<file path="config.mk">
export PLATFORM = sky130hd
export DESIGN_NAME = comm_master
export DESIGN_NICKNAME = d
export VERILOG_FILES = /design/src/rtl/comm_master_pkg.sv /design/src/rtl/comm_master_uart.sv /design/src/rtl/comm_master.sv
export SDC_FILE = /design/constraint.sdc
export NUM_CORES = 1
export LEC_CHECK = 0
export CAP_MARGIN = 20
export CORE_MARGIN = 3
export CORE_UTILIZATION = 56
export CTS_CLUSTER_SIZE = 20
export DETAILED_ROUTE_END_ITERATION = 8
export GPL_ROUTABILITY_DRIVEN = 0
export PLACE_DENSITY_LB_ADDON = 0.15
export SETUP_SLACK_MARGIN = 0.3
export SYNTH_ARGS = -nofsm -noshare
export SYNTH_HDL_FRONTEND = slang
export SYNTH_SLANG_ARGS = --single-unit
</file>
<file path="constraint.sdc">
create_clock -name clk -period 2.8 [get_ports clk]
set_input_delay 0.56 -clock clk [delete_from_list [all_inputs] [get_ports clk]]
set_output_delay 0.56 -clock clk [all_outputs]
set_load 0.005 [all_outputs]
</file>
<file path="src/rtl/comm_master_pkg.sv">
// Shared constants and state types for the comm_master UART link master.
// Used by the top-level sequencer and by the uart_core serialiser/deserialiser.
package comm_master_pkg;

  localparam int BAUD_DIV_DEFAULT = 2604;
  localparam int FRAME_BITS       = 10;
  localparam int FRAME_CYCLES     = FRAME_BITS * BAUD_DIV_DEFAULT;
  localparam int CNT_W            = 16;

  typedef enum logic [1:0] {
    TX_IDLE     = 2'd0,
    TX_SEND_HI  = 2'd1,
    TX_SEND_MID = 2'd2,
    TX_SEND_LO  = 2'd3
  } tx_state_t;

  typedef enum logic [1:0] {
    RX_IDLE  = 2'd0,
    RX_START = 2'd1,
    RX_DATA  = 2'd2,
    RX_STOP  = 2'd3
  } rx_state_t;

endpackage

</file>
<file path="src/rtl/comm_master_uart.sv">
// 8N1 UART core: independent transmitter and receiver sharing one baud divisor.
// Handshake: trmt is a 1-cycle request accepted when idle or when tx_done is high
// (back-to-back frames); rdy is a sticky flag set on each received byte.
module uart_core
  import comm_master_pkg::*;
#(
  parameter int BAUD_DIV = BAUD_DIV_DEFAULT
) (
  input  logic       clk,
  input  logic       rst_n,
  input  logic       trmt,
  input  logic [7:0] tx_data,
  output logic       tx,
  output logic       tx_done,
  input  logic       rx,
  input  logic       clr_rdy,
  output logic       rdy,
  output logic [7:0] rx_data,
  output logic [1:0] rx_state_dbg
);

  localparam logic [CNT_W-1:0] BAUD_LAST = CNT_W'(BAUD_DIV - 1);
  localparam logic [CNT_W-1:0] HALF_LAST = CNT_W'(BAUD_DIV / 2 - 1);
  localparam logic [CNT_W-1:0] CNT_ONE   = CNT_W'(1);

  // ---------------- transmitter ----------------
  logic [9:0]       tx_shift;
  logic [CNT_W-1:0] tx_baud;
  logic [3:0]       tx_bits;
  logic             tx_busy;
  logic             tx_tick;

  assign tx_tick = tx_busy && (tx_baud == BAUD_LAST);
  assign tx_done = tx_tick && (tx_bits == 4'd9);

  // Idle shifter holds all ones, so the line idles high with no extra mux.
  always_ff @(posedge clk or negedge rst_n) begin
    if (!rst_n) begin
      tx_shift <= '1;
      tx_baud  <= '0;
      tx_bits  <= '0;
      tx_busy  <= 1'b0;
    end else if (trmt && (!tx_busy || tx_done)) begin
      tx_shift <= {1'b1, tx_data, 1'b0};
      tx_baud  <= '0;
      tx_bits  <= '0;
      tx_busy  <= 1'b1;
    end else if (tx_busy) begin
      if (tx_tick) begin
        tx_baud  <= '0;
        tx_shift <= {1'b1, tx_shift[9:1]};
        tx_bits  <= tx_bits + 4'd1;
        if (tx_done) tx_busy <= 1'b0;
      end else begin
        tx_baud <= tx_baud + CNT_ONE;
      end
    end
  end

  assign tx = tx_shift[0];

  // ---------------- receiver ----------------
  logic             rx_ff1, rx_ff2, rx_ff3;
  logic             rx_fall;
  rx_state_t        rx_state, rx_next;
  logic [CNT_W-1:0] rx_baud;
  logic [2:0]       rx_bits;
  logic [7:0]       rx_shift;
  logic             rx_start_det;
  logic             rx_data_smp;
  logic             rx_stop_smp;

  always_ff @(posedge clk or negedge rst_n) begin
    if (!rst_n) begin
      rx_ff1 <= 1'b1;
      rx_ff2 <= 1'b1;
      rx_ff3 <= 1'b1;
    end else begin
      rx_ff1 <= rx;
      rx_ff2 <= rx_ff1;
      rx_ff3 <= rx_ff2;
    end
  end

  assign rx_fall = !rx_ff2 && rx_ff3;

  always_ff @(posedge clk or negedge rst_n) begin
    if (!rst_n) rx_state <= RX_IDLE;
    else        rx_state <= rx_next;
  end

  always_comb begin
    rx_next = rx_state;
    unique case (rx_state)
      RX_IDLE:  if (rx_fall) rx_next = RX_START;
      // A line found high at half-bit is treated as a glitch, not a start.
      RX_START: if (rx_baud == HALF_LAST) rx_next = rx_ff2 ? RX_IDLE : RX_DATA;
      RX_DATA:  if ((rx_baud == BAUD_LAST) && (rx_bits == 3'd7)) rx_next = RX_STOP;
      RX_STOP:  if (rx_baud == BAUD_LAST) rx_next = RX_IDLE;
      default:  rx_next = RX_IDLE;
    endcase
  end

  always_comb begin
    rx_start_det = (rx_state == RX_IDLE) && rx_fall;
    rx_data_smp  = (rx_state == RX_DATA) && (rx_baud == BAUD_LAST);
    rx_stop_smp  = (rx_state == RX_STOP) && (rx_baud == BAUD_LAST);
  end

  // Counter restarts on every state change, so after the half-bit start check
  // each full-period count lands on the middle of the next bit.
  always_ff @(posedge clk or negedge rst_n) begin
    if (!rst_n) begin
      rx_baud  <= '0;
      rx_bits  <= '0;
      rx_shift <= '0;
    end else begin
      if ((rx_state == RX_IDLE) || (rx_next != rx_state) || (rx_baud == BAUD_LAST))
        rx_baud <= '0;
      else
        rx_baud <= rx_baud + CNT_ONE;
      if (rx_state == RX_IDLE) rx_bits <= '0;
      else if (rx_data_smp)    rx_bits <= rx_bits + 3'd1;
      if (rx_data_smp) rx_shift <= {rx_ff2, rx_shift[7:1]};
    end
  end

  // Byte is delivered regardless of the stop-bit level; set beats clear.
  always_ff @(posedge clk or negedge rst_n) begin
    if (!rst_n) begin
      rdy     <= 1'b0;
      rx_data <= 8'h00;
    end else if (rx_stop_smp) begin
      rdy     <= 1'b1;
      rx_data <= rx_shift;
    end else if (clr_rdy || rx_start_det) begin
      rdy <= 1'b0;
    end
  end

  assign rx_state_dbg = rx_state;

endmodule

</file>
<file path="src/rtl/comm_master.sv">
// Bench-side link master: sends {cmd, data[15:8], data[7:0]} as three back-to-back
// 8N1 frames and collects single-byte responses. send_cmd is honoured only when idle.
module comm_master
  import comm_master_pkg::*;
#(
  parameter int BAUD_DIV = BAUD_DIV_DEFAULT
) (
  input  logic        clk,
  input  logic        rst_n,
  input  logic        RX,
  output logic        TX,
  input  logic [7:0]  cmd,
  input  logic [15:0] data,
  input  logic        send_cmd,
  output logic        cmd_sent,
  output logic [7:0]  resp,
  output logic        resp_rdy,
  input  logic        clr_resp_rdy,
  output logic [1:0]  tx_state_dbg,
  output logic [1:0]  rx_state_dbg
);

  tx_state_t   state, next;
  logic [23:0] shadow;
  logic        trmt;
  logic [7:0]  tx_byte;
  logic        tx_done;

  always_ff @(posedge clk or negedge rst_n) begin
    if (!rst_n) state <= TX_IDLE;
    else        state <= next;
  end

  always_comb begin
    next = state;
    unique case (state)
      TX_IDLE:     if (send_cmd) next = TX_SEND_HI;
      TX_SEND_HI:  if (tx_done)  next = TX_SEND_MID;
      TX_SEND_MID: if (tx_done)  next = TX_SEND_LO;
      TX_SEND_LO:  if (tx_done)  next = TX_IDLE;
      default:     next = TX_IDLE;
    endcase
  end

  // The first frame is launched straight from the inputs so it starts on the
  // cycle after send_cmd; later frames chain off tx_done with no idle gap.
  always_comb begin
    trmt    = 1'b0;
    tx_byte = shadow[23:16];
    unique case (state)
      TX_IDLE: begin
        trmt    = send_cmd;
        tx_byte = cmd;
      end
      TX_SEND_HI: begin
        trmt    = tx_done;
        tx_byte = shadow[15:8];
      end
      TX_SEND_MID: begin
        trmt    = tx_done;
        tx_byte = shadow[7:0];
      end
      default: begin
        trmt    = 1'b0;
        tx_byte = shadow[23:16];
      end
    endcase
  end

  always_ff @(posedge clk or negedge rst_n) begin
    if (!rst_n) begin
      shadow   <= '0;
      cmd_sent <= 1'b0;
    end else if ((state == TX_IDLE) && send_cmd) begin
      shadow   <= {cmd, data};
      cmd_sent <= 1'b0;
    end else if ((state == TX_SEND_LO) && tx_done) begin
      cmd_sent <= 1'b1;
    end
  end

  uart_core #(
    .BAUD_DIV(BAUD_DIV)
  ) u_uart (
    .clk         (clk),
    .rst_n       (rst_n),
    .trmt        (trmt),
    .tx_data     (tx_byte),
    .tx          (TX),
    .tx_done     (tx_done),
    .rx          (RX),
    .clr_rdy     (clr_resp_rdy),
    .rdy         (resp_rdy),
    .rx_data     (resp),
    .rx_state_dbg(rx_state_dbg)
  );

  assign tx_state_dbg = state;

endmodule

</file>
==> results of run 1 <==
## final cells by class
type / count / area (um^2) / area share [%]
clock buffers: 9 / 124 / 2.49
well taps: 99 / 124 / 2.49
flip-flops and latches: 90 / 2270 / 45.5
clock inverters: 7 / 103 / 2.06
inverters: 8 / 30.0 / 0.603
repair buffers: 46 / 463 / 9.30
multi-input cells: 258 / 1870 / 37.5
## kinds of logic after synthesis
group | count (synthesis) | synth area share, %
compound gates | 48 | 8.73
xor+xnor | 27 | 5.57
fa+ha+maj | 12 | 3.54
mux | 35 | 9.23
buf+inv | 25 | 2.71
simple gates | 136 | 16.8
flops | 90 | 53.4
## metal layers
metal	vias up	routed length [um]
met5	-	0
li1	1410	-
met1	1410	3770
met2	62	3630
met4	0	137
met3	10	285
## flip-flops by register name (all words and copies together), names as in the netlist
signal               flops
u_uart.rx_ff2            1
u_uart.rx_data           8
u_uart.rx_bits           3
u_uart.tx_baud          16
u_uart.rx_shift          8
u_uart.rx_baud          16
u_uart.tx_busy           1
u_uart.rdy               1
u_uart.tx_shift          9
tx_state_dbg             2
u_uart.rx_ff3            1
shadow                  16
cmd_sent                 1
u_uart.rx_ff1            1
u_uart.tx_bits           4
u_uart.rx_state_dbg      2
## where the power goes
group	switching [mW]	internal [mW]	leakage (nW)	total (mW)
Clock	0.478	0.512	0.115	0.990
Combinational	0.0949	0.101	0.915	0.196
Sequential	0.0722	1.35	1.15	1.42
Total	0.645	1.97	2.18	2.61
## layout by cell type, fill, tap and decap left out, types with 6 or more instances in the layout
master / count
nand3_1: 15
nor3_1: 6
inv_1: 8
xor2_1: 18
nand4_1: 6
ha_1: 11
clkdlybuf4s50_1: 42
clkbuf_8: 9
nor2_1: 42
dfrtp_1: 78
o21ai_0: 9
nand2_1: 29
xnor2_1: 9
a21oi_1: 8
mux2_2: 33
a222oi_1: 8
o221a_1: 7
dfstp_2: 12
## worst paths after layout
kind                       cells past startpoint  slack (ns)                          start                        endpoint
max                                            5        0.48  u_uart.tx_baud[2]$_DFFE_PN0P_  u_uart.tx_shift[7]$_DFFE_PN1P_
max reg2reg                                    5        0.48  u_uart.tx_baud[2]$_DFFE_PN0P_  u_uart.tx_shift[7]$_DFFE_PN1P_
min reg2reg                                    0        0.36        u_uart.rx_ff1$_DFF_PN1_         u_uart.rx_ff2$_DFF_PN1_
max in group asynchronous                      2        1.95                          rst_n  u_uart.tx_shift[6]$_DFFE_PN1P_
min in group clk                               0        0.36        u_uart.rx_ff1$_DFF_PN1_         u_uart.rx_ff2$_DFF_PN1_
min                                            1        0.16                          rst_n   u_uart.tx_baud[3]$_DFFE_PN0P_
## critical path: cells and delay by family, from the launching register on
| kind | cells | cell delay (ns) |
|---|---|---|
| and+or+nand+nor | 3 | 1.21 |
| DFF | 1 | 0.45 |
| AOI/OAI and AO/OA | 2 | 0.59 |
==> results.json, run 1 <==
{
  "status": "complete, no violations",
  "cts_tree": "done",
  "cpPeakStageDelay_ns": 0.59,
  "start_util_pct": 58.2,
  "nFillCells": 596,
  "grt_pass1_wl_mm": 13.4,
  "globalRouteTotalUtil_pct": 19.4,
  "antenna_found_initial": 0,
  "dieHeight_um": 93.0,
  "crit_chain": "or4bb_1 -> nor3_1 -> a31o_2 -> nand2b_4 -> o221a_1",
  "grt_pass1_vias": 2805,
  "tns_ns": 0,
  "post_synth_inst_count": 373,
  "cts_sinks": 90,
  "die_w_um": 93.0,
  "synth_seq_area_share_pct": 53.4,
  "cts_buffer_depth": 2,
  "grt_max_degree": 53,
  "routedWlPerCell_um": 15.1,
  "htreeDepth": 3,
  "finalHoldViolations": 0,
  "hold_buffers": 0,
  "critPathSlowestCell": "or4bb_1",
  "async_reset_ff_share_pct": 100,
  "wirelength_mm": 7.83,
  "endpoint_kind": "flip-flop",
  "final-max-slew-violation-count": 0,
  "tightest_slew_ns": 0.567,
  "max-cap-violations": 0,
  "peakVddDrop_mv": 0.320,
  "placed_cells": 501,
  "finalCriticalPeriod_ns": 2.32,
  "synth.area.top_cells": "dfrtp_1, mux2_2, dfstp_2",
  "power_mw": 2.61,
  "fin_ws_ns": 0.482,
  "cts_setup_buffers": 0,
  "clk_latency_ns": 0.36,
  "yosysMostFrequentCell": "dfrtp_1",
  "powerDensity_mw_per_mm2": 524,
  "hpwl_mm": 5.33,
  "ctsResizeCount": 0,
  "clock_skew_ns": 0.0135,
  "critPathKind": "flip-flop to flip-flop",
  "synth_warnings": 0,
  "setup-violations-final": 0,
  "rsz0062_at_grt": "no",
  "yosysTopAreaCell": "dfrtp_1",
  "worst-path-max-fanout": 13,
  "first_pass_iters": 4,
  "cp-start-kind": "flip-flop",
  "n_antenna_cell": 0,
  "cts-root-buf": "clkbuf_8",
  "post_synth.cell_area_avg_um2": 11.4,
  "yosys-top-cells-count": "dfrtp_1, nor2_1, mux2_2",
  "grt_busiest_layer": "met2",
  "area_growth_pct": 17.3,
  "final_util_pct": 68.3,
  "max-slew-margin-rel_pct": 62.2,
  "finalCritPeriodShare_pct": 82.8,
  "netlist_area_mm2": 0.00424,
  "grtUsageMet2_pct": 29.0,
  "synth-edff-count": 0,
  "route.detailed.drc": 0,
  "synth_nets": 414,
  "synth_cell_types": 50,
  "synth.top_cell.area_share_pct": 46.0,
  "holdWs_ns": 0.160,
  "postPlaceCellArea_mm2": 0.00474,
  "fmax_ghz": 0.431,
  "nNetsFinal": 454,
  "p_leak_nw": 2.18,
  "coreArea_mm2": 0.00729,
  "drtIter0Drc": 195,
  "dp_worst_setup_slack_ns": 0.431,
  "ios": 44,
  "vias": 2892,
  "drtAntennaViolNets": 0,
  "grt.overflow.total": 0,
  "use_met1_pct": 27.5,
  "arrival_ns": 2.61,
  "io_buffer_count": 43,
  "cp_data_required_time_ns": 3.09,
  "finalNonFillerCells": 517,
  "worstHoldPathType": "input port to asynchronous set/reset pin",
  "die-area_mm2": 0.00866,
  "viasPerCell": 5.59,
  "synth_top_flop_cell": "dfrtp_1",
  "cts_made_buffers": 9,
  "rows": 31,
  "drive_above_1_share_pct": 17.7,
  "final_cell_area_mm2": 0.00498,
  "ys_ff_latch": 90,
  "grt_use_met3_pct": 3.86,
  "clk_pin_slew_ns": 0.09
}
Power figures use the tool's default switching activity.
==> run 2, diff against run 1 <==
==> constraint.sdc (replaced) <==
create_clock -name clk -period 2.3 [get_ports clk]
set_input_delay 0.46 -clock clk [delete_from_list [all_inputs] [get_ports clk]]
set_output_delay 0.46 -clock clk [all_outputs]
set_load 0.005 [all_outputs]
==> results.json, run 2 (synthesized netlist as in run 1, its figures left out) <==
{
  "finalCritPeriodShare_pct": 89.8,
  "cts_made_buffers": 9,
  "cts_sinks": 90,
  "cts-root-buf": "clkbuf_8",
  "route.detailed.drc": 0,
  "cp-start-kind": "flip-flop",
  "grt_max_degree": 40,
  "placed_cells": 511,
  "clock_skew_ns": 0.0107,
  "vias": 3086,
  "finalHoldViolations": 0,
  "cpPeakStageDelay_ns": 0.61,
  "r2r_slack_ns": 0.24,
  "max-cap-violations": 0,
  "status": "complete, no violations",
  "viasPerCell": 5.75,
  "final_common_cell": "dfrtp_1",
  "max-slew-margin-rel_pct": 66.4,
  "cts_buffer_depth": 2,
  "die-area_mm2": 0.00866,
  "critPathKind": "flip-flop to flip-flop",
  "peakVddDrop_mv": 0.288,
  "arrival_ns": 2.37,
  "rsz0062_at_grt": "yes",
  "r2r-start": "u_uart.tx_baud[12]$_DFFE_PN0P_",
  "r2r_cells": 5,
  "clk_latency_ns": 0.37,
  "dp_worst_setup_slack_ns": 0.103,
  "endpoint_kind": "flip-flop",
  "setup-violations-final": 0,
  "reg.largest.list": "shadow (16), u_uart.rx_baud (16), u_uart.tx_baud (16)",
  "clk_pin_slew_ns": 0.10,
  "drtAntennaViolNets": 0,
  "crit_chain": "or4b_4 -> or4_4 -> nand2_8 -> nand2b_4 -> o221a_1",
  "path_delay_family": "simple AND/OR/NAND/NOR gates",
  "cp_data_required_time_ns": 2.61,
  "tightest_slew_ns": 0.500,
  "drtIter0Drc": 116,
  "grt_pass1_wl_mm": 14.0,
  "regArea_mm2": 0.00227,
  "fmax_ghz": 0.484,
  "multiInputGateArea_mm2": 0.00199,
  "area_growth_pct": 23.3,
  "ios": 44,
  "worstHoldPathType": "input port to asynchronous set/reset pin",
  "drive_above_1_share_pct": 25.1,
  "rows": 31,
  "wirelength_mm": 8.27,
  "nFillCells": 550,
  "die_w_um": 93.0,
  "finalCriticalPeriod_ns": 2.06,
  "worstReg2RegEnd": "u_uart.tx_shift[6]$_DFFE_PN1P_",
  "antenna_found_initial": 0,
  "coreArea_mm2": 0.00729,
  "grt.overflow.total": 0,
  "final-max-slew-violation-count": 0,
  "io_buffer_count": 43,
  "worst-path-max-fanout": 8,
  "dieHeight_um": 93.0,
  "cts_tree": "done",
  "htreeDepth": 3,
  "powerDensity_mw_per_mm2": 592,
  "hpwl_mm": 5.63,
  "grt_pass1_vias": 3077,
  "holdWs_ns": 0.0408,
  "nNetsFinal": 474,
  "p_leak_nw": 2.30,
  "first_pass_iters": 4,
  "finalNonFillerCells": 537,
  "n_antenna_cell": 0,
  "critPathBufInv": 0,
  "critPathSlowestCell": "or4_4",
  "globalRouteTotalUtil_pct": 20.3,
  "start_util_pct": 58.2,
  "fin_ws_ns": 0.236,
  "tns_ns": 0,
  "mostFrequentLayoutCells": "dfrtp_1, clkdlybuf4s50_1, nor2_1",
  "crit_path_start": "u_uart.tx_baud[12]$_DFFE_PN0P_",
  "routedWlPerCell_um": 15.4
}
-- run 2: cell count changes in the layout (fill, tap and decap cells not counted), moves of 2 or more --
cell	previous run	this run
nor3_1	6	3
o21ai_1	1	3
inv_8	1	3
a21oi_1	8	5
a21oi_2	0	3
buf_6	0	3
bufinv_16	2	0
nor3_4	0	2
o21ai_0	9	7
buf_4	3	19
or4b_4	0	2
-- run 2: worst register-to-register path, delay by kind of cell (launching register included) --
kind	cells	cell delay, ns
AO/OA/AOI/OAI	1	0.23
flip-flops	1	0.40
AND/OR/NAND/NOR	4	1.38
-- run 2: cell type report --
type	instances	area share, %
Sequential cell	90	43.4
Multi-Input combinational cell	259	38.1
Timing Repair Buffer	65	11.8
Clock buffer	9	2.37
Tap cell	99	2.37
Clock inverter	7	1.46
Inverter	8	0.574
-- run 2: layer usage --
layer	up-vias	track usage, %	part of all wire (%)
met5	-	0	0
met1	1547	27.9	46
li1	1460	-	-
met3	12	2.98	3.1
met2	67	31.8	49
met4	0	9.52	1.5
-- run 2: timing repair --
| action | 4_1_cts | 5_1_grt |
|---|---|---|
| endpoints found under the setup margin | 39 | 61 |
| resized for setup | 9 | 20 |
| buffers inserted | 6 | 2 |
| hold buffers | 0 | 0 |
| cloned | 1 | 1 |
| pin swaps | 5 | 3 |
-- run 2: report_power, final --
part           internal (mW)  switching, mW
registers               1.65         0.0731
logic                  0.149          0.156
clock network          0.432          0.640
total                   2.23          0.870
-- run 2: per-stage QoR --
step | cell area [um^2] | utilization (%) | power [mW]
detailed placement | 4830 | 66.2 | 2.03
finish | 5230 | 71.7 | 3.10
global placement | 4830 | 66.2 | 2.02
floorplan | 4280 | - | 1.90
global route | 5230 | 71.7 | 3.25
CTS | 5140 | 70.5 | 3.11
-- run 2: how the worst max path moves through the flow --
| stage | endpoint | slack, ns | depth (start not counted) |
|---|---|---|---|
| 3_3_place_gp | u_uart.tx_shift[4]$_DFFE_PN1P_ | 0.17 | 5 |
| 4_1_cts | u_uart.tx_shift[1]$_DFFE_PN1P_ | 0.25 | 5 |
| 5_1_grt | u_uart.tx_shift[6]$_DFFE_PN1P_ | 0.17 | 5 |
| 2_1_floorplan | u_uart.tx_shift[1]$_DFFE_PN1P_ | 0.18 | 7 |
| 6_report | u_uart.tx_shift[6]$_DFFE_PN1P_ | 0.24 | 5 |
| 3_5_place_dp | u_uart.tx_shift[4]$_DFFE_PN1P_ | 0.10 | 5 |
==> run 3, diff against run 2 <==
--- a/config.mk
+++ b/config.mk
@@ -5,7 +5,6 @@
 export SDC_FILE = /design/constraint.sdc
 export NUM_CORES = 1
 export LEC_CHECK = 0
-export CAP_MARGIN = 20
 export CORE_MARGIN = 3
 export CORE_UTILIZATION = 56
 export CTS_CLUSTER_SIZE = 20
==> results of run 3 <==
The final DEF is identical to that of run 2; final timing and power are the same.
